## src/rtl/alu_seq_pkg.sv

```systemverilog
// Shared types for the relay ALU sequencer: op codes, FSM states, settle bounds.
// Pure declarations; no logic, latency or backpressure of its own.
package alu_seq_pkg;

  typedef enum logic [2:0] {
    OP_ADD = 3'd0,
    OP_INC = 3'd1,
    OP_AND = 3'd2,
    OP_OR  = 3'd3,
    OP_XOR = 3'd4,
    OP_NOT = 3'd5,
    OP_SHL = 3'd6,
    OP_CLR = 3'd7
  } alu_op_t;

  typedef enum logic [2:0] {
    S_IDLE   = 3'd0,
    S_SELECT = 3'd1,
    S_SETTLE = 3'd2,
    S_LATCH  = 3'd3,
    S_DONE   = 3'd4
  } seq_state_t;

  localparam int SETTLE_MAX = 15;
  localparam int SETTLE_W   = 4;

  // SHL reports the bit shifted out of bit 7 on the adder carry line.
  function automatic logic op_sets_carry(alu_op_t o);
    return (o == OP_ADD) || (o == OP_INC) || (o == OP_SHL);
  endfunction

endpackage

```

## src/rtl/settle_timer.sv

```systemverilog
// Relay-settle down-counter: load has priority over decrement, zero is combinational.
// Latency 1 cycle from load/dec to count; no backpressure.
module settle_timer
  import alu_seq_pkg::*;
(
  input  logic                clk,
  input  logic                reset,
  input  logic                load,
  input  logic [SETTLE_W-1:0] load_val,
  input  logic                dec,
  output logic                zero
);

  logic [SETTLE_W-1:0] count_q;

  always_ff @(posedge clk) begin
    if (reset) begin
      count_q <= '0;
    end else if (load) begin
      count_q <= load_val;
    end else if (dec && (count_q != '0)) begin
      count_q <= count_q - 1'b1;
    end
  end

  assign zero = (count_q == '0);

endmodule

```

## src/rtl/alu_sequencer.sv

```systemverilog
// Sequences one ALU op: select, hold SETTLE_CYCLES, strobe A/D, done; start-to-done = SETTLE_CYCLES+3.
// start ignored while busy (no queueing); flag registers exist only with ALU_SEQ_COND_EN defined.
module alu_sequencer
  import alu_seq_pkg::*;
#(
  parameter int WIDTH         = 8,
  parameter int SETTLE_CYCLES = 3
) (
  input  logic             clk,
  input  logic             reset,
  input  logic             start,
  input  logic [2:0]       op,
  input  logic             dest_d,
  input  logic [WIDTH-1:0] alu_result,
  input  logic             alu_carry_out,
  output logic             busy,
  output logic             done,
  output logic [2:0]       alu_fn,
  output logic             alu_oe,
  output logic             load_a,
  output logic             load_d,
  output logic [WIDTH-1:0] result,
  output logic             flag_sign,
  output logic             flag_carry,
  output logic             flag_zero
);

  seq_state_t state_q, state_d;
  alu_op_t    op_q;
  logic       dest_q;
  logic       settle_zero;

  always_ff @(posedge clk) begin
    if (reset) begin
      state_q <= S_IDLE;
    end else begin
      state_q <= state_d;
    end
  end

  always_comb begin
    state_d = state_q;
    case (state_q)
      S_IDLE:   if (start) state_d = S_SELECT;
      S_SELECT: state_d = S_SETTLE;
      S_SETTLE: if (settle_zero) state_d = S_LATCH;
      S_LATCH:  state_d = S_DONE;
      S_DONE:   state_d = S_IDLE;
      default:  state_d = S_IDLE;
    endcase
  end

  always_comb begin
    busy   = 1'b1;
    done   = 1'b0;
    alu_oe = 1'b0;
    alu_fn = 3'd0;
    load_a = 1'b0;
    load_d = 1'b0;
    case (state_q)
      S_IDLE: busy = 1'b0;
      S_SELECT, S_SETTLE: begin
        alu_oe = 1'b1;
        alu_fn = op_q;
      end
      S_LATCH: begin
        alu_oe = 1'b1;
        alu_fn = op_q;
        load_a = ~dest_q;
        load_d = dest_q;
      end
      S_DONE: begin
        done   = 1'b1;
        alu_fn = op_q;
      end
      default: busy = 1'b0;
    endcase
  end

  always_ff @(posedge clk) begin
    if (reset) begin
      op_q   <= OP_ADD;
      dest_q <= 1'b0;
    end else if ((state_q == S_IDLE) && start) begin
      op_q   <= alu_op_t'(op);
      dest_q <= dest_d;
    end
  end

  // Counter reaches SETTLE_CYCLES-1 at the end of SELECT, so SETTLE lasts SETTLE_CYCLES cycles.
  settle_timer u_settle_timer (
    .clk      (clk),
    .reset    (reset),
    .load     (state_q == S_SELECT),
    .load_val (SETTLE_W'(SETTLE_CYCLES - 1)),
    .dec      (state_q == S_SETTLE),
    .zero     (settle_zero)
  );

  always_ff @(posedge clk) begin
    if (reset) begin
      result <= '0;
    end else if (state_q == S_LATCH) begin
      result <= alu_result;
    end
  end

`ifdef ALU_SEQ_COND_EN
  always_ff @(posedge clk) begin
    if (reset) begin
      flag_sign  <= 1'b0;
      flag_carry <= 1'b0;
      flag_zero  <= 1'b0;
    end else if (state_q == S_LATCH) begin
      flag_sign  <= alu_result[WIDTH-1];
      flag_carry <= op_sets_carry(op_q) ? alu_carry_out : 1'b0;
      flag_zero  <= (alu_result == '0);
    end
  end
`else
  logic unused_carry;
  assign unused_carry = alu_carry_out;
  assign flag_sign    = 1'b0;
  assign flag_carry   = 1'b0;
  assign flag_zero    = 1'b0;
`endif

endmodule

```

## config.mk

```make
export PLATFORM = sky130hd
export DESIGN_NAME = alu_sequencer
export DESIGN_NICKNAME = d
export VERILOG_FILES = /design/src/rtl/alu_seq_pkg.sv /design/src/rtl/settle_timer.sv /design/src/rtl/alu_sequencer.sv
export SDC_FILE = /design/constraint.sdc
export NUM_CORES = 1
export LEC_CHECK = 0
export CELL_PAD_IN_SITES_DETAIL_PLACEMENT = 0
export CELL_PAD_IN_SITES_GLOBAL_PLACEMENT = 2
export CORE_UTILIZATION = 25
export DETAILED_ROUTE_END_ITERATION = 8
export HOLD_SLACK_MARGIN = 0.02
export PLACE_DENSITY = 0.87
export SYNTH_ARGS = -nofsm -noshare
export SYNTH_HDL_FRONTEND = slang
export SYNTH_SLANG_ARGS = --single-unit
```

## constraint.sdc

```tcl
create_clock -name clk -period 3.8 [get_ports clk]
set_clock_uncertainty 0.15 [all_clocks]
set_input_delay 0.57 -clock clk [delete_from_list [all_inputs] [get_ports clk]]
set_output_delay 0.57 -clock clk [all_outputs]
set_load 0.02 [all_outputs]
```

# Word-level counts from Yosys, hierarchy flattened
# Index checks and enable logic that the tools add are counted.
# totals
ff_bits,19
elab_cells,35
# op_classes
n_addsub,1
n_eq_ne,6
muxes,11
bitwise_logic,1
reduce_logical,10
# ops
operator,n
case mux 3 bit (4 select lines),1
two-way mux 3 bit,3
== test 3 x 2 -> 1 bit (second input constant),2
two-way mux 1 bit,5
logical NOT 4 bit,1
two-way mux 2 bit,2
inequality test 2 bit (second input constant),2
nonzero test 4 bit,1
OR reduction 4 bit,1
subtractor 4 x 1 -> 4 bit (second input constant),1
== test 3 x 1 -> 1 bit (second input constant),1
== test 3 bit (second input constant),1
logical NOT 3 bit,1
OR reduction 3 bit,1
logical AND 1 bit,2
AND reduction 2 bit,1
nonzero test 2 bit,1
OR reduction 2 bit,1
NOT 1 bit,1

# Longest topological paths before layout
# logic_depth
ltp_word,4
depth_mapped,5
depth_no_buf,5

# By module
# From an unflattened synthesis, not the netlist that was laid out.
# hier_totals
hier_cells,112
area_unflattened_um2,1062.3
# modules_own_cells
mod,instances,cells_each,area_per_inst_um2
alu_sequencer,1,83,799.5
settle_timer,1,29,262.8

# Worst setup path before layout
# Ideal clock, no wire load.
# synth_timing
kind,reg2out
from,reg state_q[0]
to,out alu_fn[0]
t_arrival_ns,1.291
required_time_ns,3.080
slack_ns,1.789
path_stages_with_launch,5
path_buffers,1
path_cell_list,dfxtp_1 > buf_2 > nor2_1 > xnor2_1 > and2_1
# synth_via
elab_chain_cells,3
elab_cells_between_ends,6
# synth_lines
element,line,source
start: declaration,alu_sequencer.sv:28,"seq_state_t state_q, state_d;"
start signal: assignment,alu_sequencer.sv:37,state_q <= state_d;
== test 3 x 2 -> 1 bit (tied with other cells),alu_sequencer.sv:60,case (state_q)
OR reduction 4 bit (no line) (*),n/a,
two-way mux 3 bit (*),alu_sequencer.sv:60,
end: declaration,alu_sequencer.sv:18,"output logic [2:0] alu_fn,"
# Every way passes the cells marked *; elsewhere a longest branch is shown, timed or not.

# Worst setup path in the final report
# layout_timing
from,reg state_q[0]
to,out alu_fn[2]
# Same word-level chain as after synthesis.

==> results.sh <==
export IMPL_place_gp_congestion=0.709
export IMPL_fmax_mhz=378
export IMPL_yosys_warnings=0
export IMPL_clkLatencyLatePin_ns=0.30
export IMPL_io_pins=35
export IMPL_placed_cell_area_sq_um=1180
export IMPL_drtAntennaViolNets=0
export IMPL_start_util=0.261
export IMPL_startpoint_type="register"
export IMPL_clock_root_buffer="clkbuf_4"
export IMPL_async_flop_share=0
export IMPL_met3_usage=0.0256
export IMPL_final_nets=139
export IMPL_synth_enable_flop_cells=0
export IMPL_r2r_start="state_q[1]"
export IMPL_required_ns=3.08
export IMPL_coreArea_sq_um=3340
export IMPL_synth_avg_cell_area_sq_um=9.25
export IMPL_fin_crit_sh=0.697
export IMPL_grt_busiest_layer="met2"
export IMPL_vias=721
export IMPL_rows=21
export IMPL_diodes=0
export IMPL_relSlewSlack=0.535
export IMPL_status="complete, no violations"
export IMPL_p_leak_nw=0.489
export IMPL_grt_pass1_wl_microns=2960
export IMPL_tightest_slew_ns=0.696
export IMPL_antenna_found_initial=0
export IMPL_track_usage=0.111
export IMPL_syn_area_sq_um=870
export IMPL_total_power_mw=0.438
export IMPL_yosysSeqAreaShare=0.437
export IMPL_max_cap_violations=0
export IMPL_firstDrtPassIters=4
export IMPL_ctsResizeCount=0
export IMPL_internal_power_mw=0.309
export IMPL_htreeDepth=1
export IMPL_grt_setup_unrepaired="false"
export IMPL_hold_class="register to register"
export IMPL_port_buffers=30
export IMPL_synth_seq_cells=19
export IMPL_synth_largest_area_cell="dfxtp_1"
export IMPL_grt_use_met2=0.179
export IMPL_numCtsBuffers=3
export IMPL_cp_end_kind="primary output"
export IMPL_path_max_fanout=8
export IMPL_drt_initial_drc_count=7
export IMPL_drc=0
export IMPL_hpwl_microns=1230
export IMPL_final_cells=167
export IMPL_grt_ovfl_total=0
export IMPL_cts_buffer_depth=2
export IMPL_synth_area_leaders="dfxtp_1 (44%), mux2i_1 (14%), nor2_1 (7.8%), buf_4 (3.5%), a211oi_1 (2.6%)"
export IMPL_synth_top_area_frac=0.437
export IMPL_die_w_microns=61.0
export IMPL_pwr_share_clk=0.240
export IMPL_cts_setup_buffers=0
export IMPL_postCtsHoldBufs=0
export IMPL_use_met1=0.134
export IMPL_cp_data_arrival_time_ns=1.93
export IMPL_ys_types=28
export IMPL_finalMaxSlewViolations=0
export IMPL_power_density_nw_per_um2=364
export IMPL_period_minus_slack_ns=2.65
export IMPL_comb_power_share=0.253
export IMPL_sequentialPowerShare=0.507
export IMPL_hold_path_startpoint="op_q[2]"
export IMPL_path_class="register to primary output"
export IMPL_hold_violations=0
export IMPL_dp_cells=163
export IMPL_switching_share=0.296
export IMPL_vdd_drop_max_v=0.000128
export IMPL_setup_viol=0
export IMPL_drt_wirelength_per_cell_microns=10.2
export IMPL_dieArea_sq_um=3720
export IMPL_n_fill_cell=351
export IMPL_fin_area_sq_um=1210
export IMPL_synthCells=94
export IMPL_cp_startpoint="state_q[0]"
export IMPL_clk_pin_slew_ns=0.11
export IMPL_via_per_inst=4.32
export IMPL_hold_ws_ns=0.348
export IMPL_final_common_cell="clkdlybuf4s50_1"
export IMPL_cts_tree="built"
export IMPL_ys_flop_type="dfxtp_1"
export IMPL_setup_tns_final_ns=0
export IMPL_clock_sinks=19
export IMPL_die_h_microns=61.0
export IMPL_grt_pass1_vias=710
export IMPL_drive_gt1_frac=0.0744
export IMPL_postRouteWirelength_microns=1710
export IMPL_switchingPower_mw=0.130
export IMPL_areaGrowthSynthToFinish_pct=38.7
export IMPL_grt_max_degree=20
export IMPL_layout_common_cells="clkdlybuf4s50_1 (30), dfxtp_1 (19), nor2_1 (18)"
-- cell usage after synthesis (2+ instances only) --
cell / number
dfxtp_1: 19
nor2_1: 18
mux2i_1: 12
buf_4: 4
inv_1: 4
o21ai_0: 4
a211oi_1: 3
and2_1: 3
nor3_1: 3
nor3b_1: 3
buf_1: 2
or4_1: 2
xnor2_1: 2
-- state kept, by name (all words and copies together) (netlist names) --
name	cells
result	8
u_settle_timer.count_q	4
op_q	3
state_q	3
dest_q	1
-- worst paths after layout --
| kind | to | cells after the start | slack (ns) |
|---|---|---|---|
| min | op_q[2] | 2 | 0.35 |
| max | alu_fn[2] | 4 | 1.15 |
| max reg2reg | u_settle_timer.count_q[0] | 3 | 1.84 |
| min reg2reg | op_q[2] | 2 | 0.35 |
-- power groups by stage --
stage	Sequential (mW)	Combinational (mW)	Clock, mW
after floorplan	0.223	0.0768	0
after global placement	0.227	0.109	0
after detailed placement	0.227	0.112	0
after CTS	0.223	0.112	0.110
after global routing	0.225	0.123	0.117
final	0.222	0.111	0.105
-- critical path, stage by stage (launching register included) --
cell and delay (ns):
dfxtp_1 0.48, nor2_1 0.12, xnor2_1 0.27, and2_1 0.17, clkdlybuf4s50_1 0.59
-- per-layer routing --
| layer | routed length (microns) | share of wire | up-vias |
|---|---|---|---|
| li1 | - | - | 364 |
| met1 | 785 | 0.46 | 336 |
| met2 | 816 | 0.48 | 16 |
| met3 | 63 | 0.037 | 5 |
| met4 | 43 | 0.025 | 0 |
| met5 | 0 | 0 | - |
-- layout make-up --
type	instances	area (sq um)	area share
Tap cell	46	57.6	0.0477
Multi-Input combinational cell	63	419	0.348
Sequential cell	19	380	0.315
Timing Repair Buffer	31	308	0.255
Inverter	4	15.0	0.0124
Clock buffer	4	26.3	0.0218
-- kinds of logic after synthesis --
kind of cell	synth area share
XOR/XNOR	0.0201
adder cells (fa/ha/maj)	0.0144
AND/OR/NAND/NOR	0.237
AO/OA/AOI/OAI	0.0590
other	0.00431
multiplexers	0.138
flip-flops	0.437
buffers and inverters	0.0892
-- per-stage QoR --
step,setup WS (ns),util
2_1_floorplan,1.79,-
3_3_place_gp,1.50,0.354
3_5_place_dp,1.48,0.354
4_1_cts,1.13,0.361
5_1_grt,1.00,0.361
6_report,1.15,0.361
No activity file was read; power rests on OpenSTA's default activity.
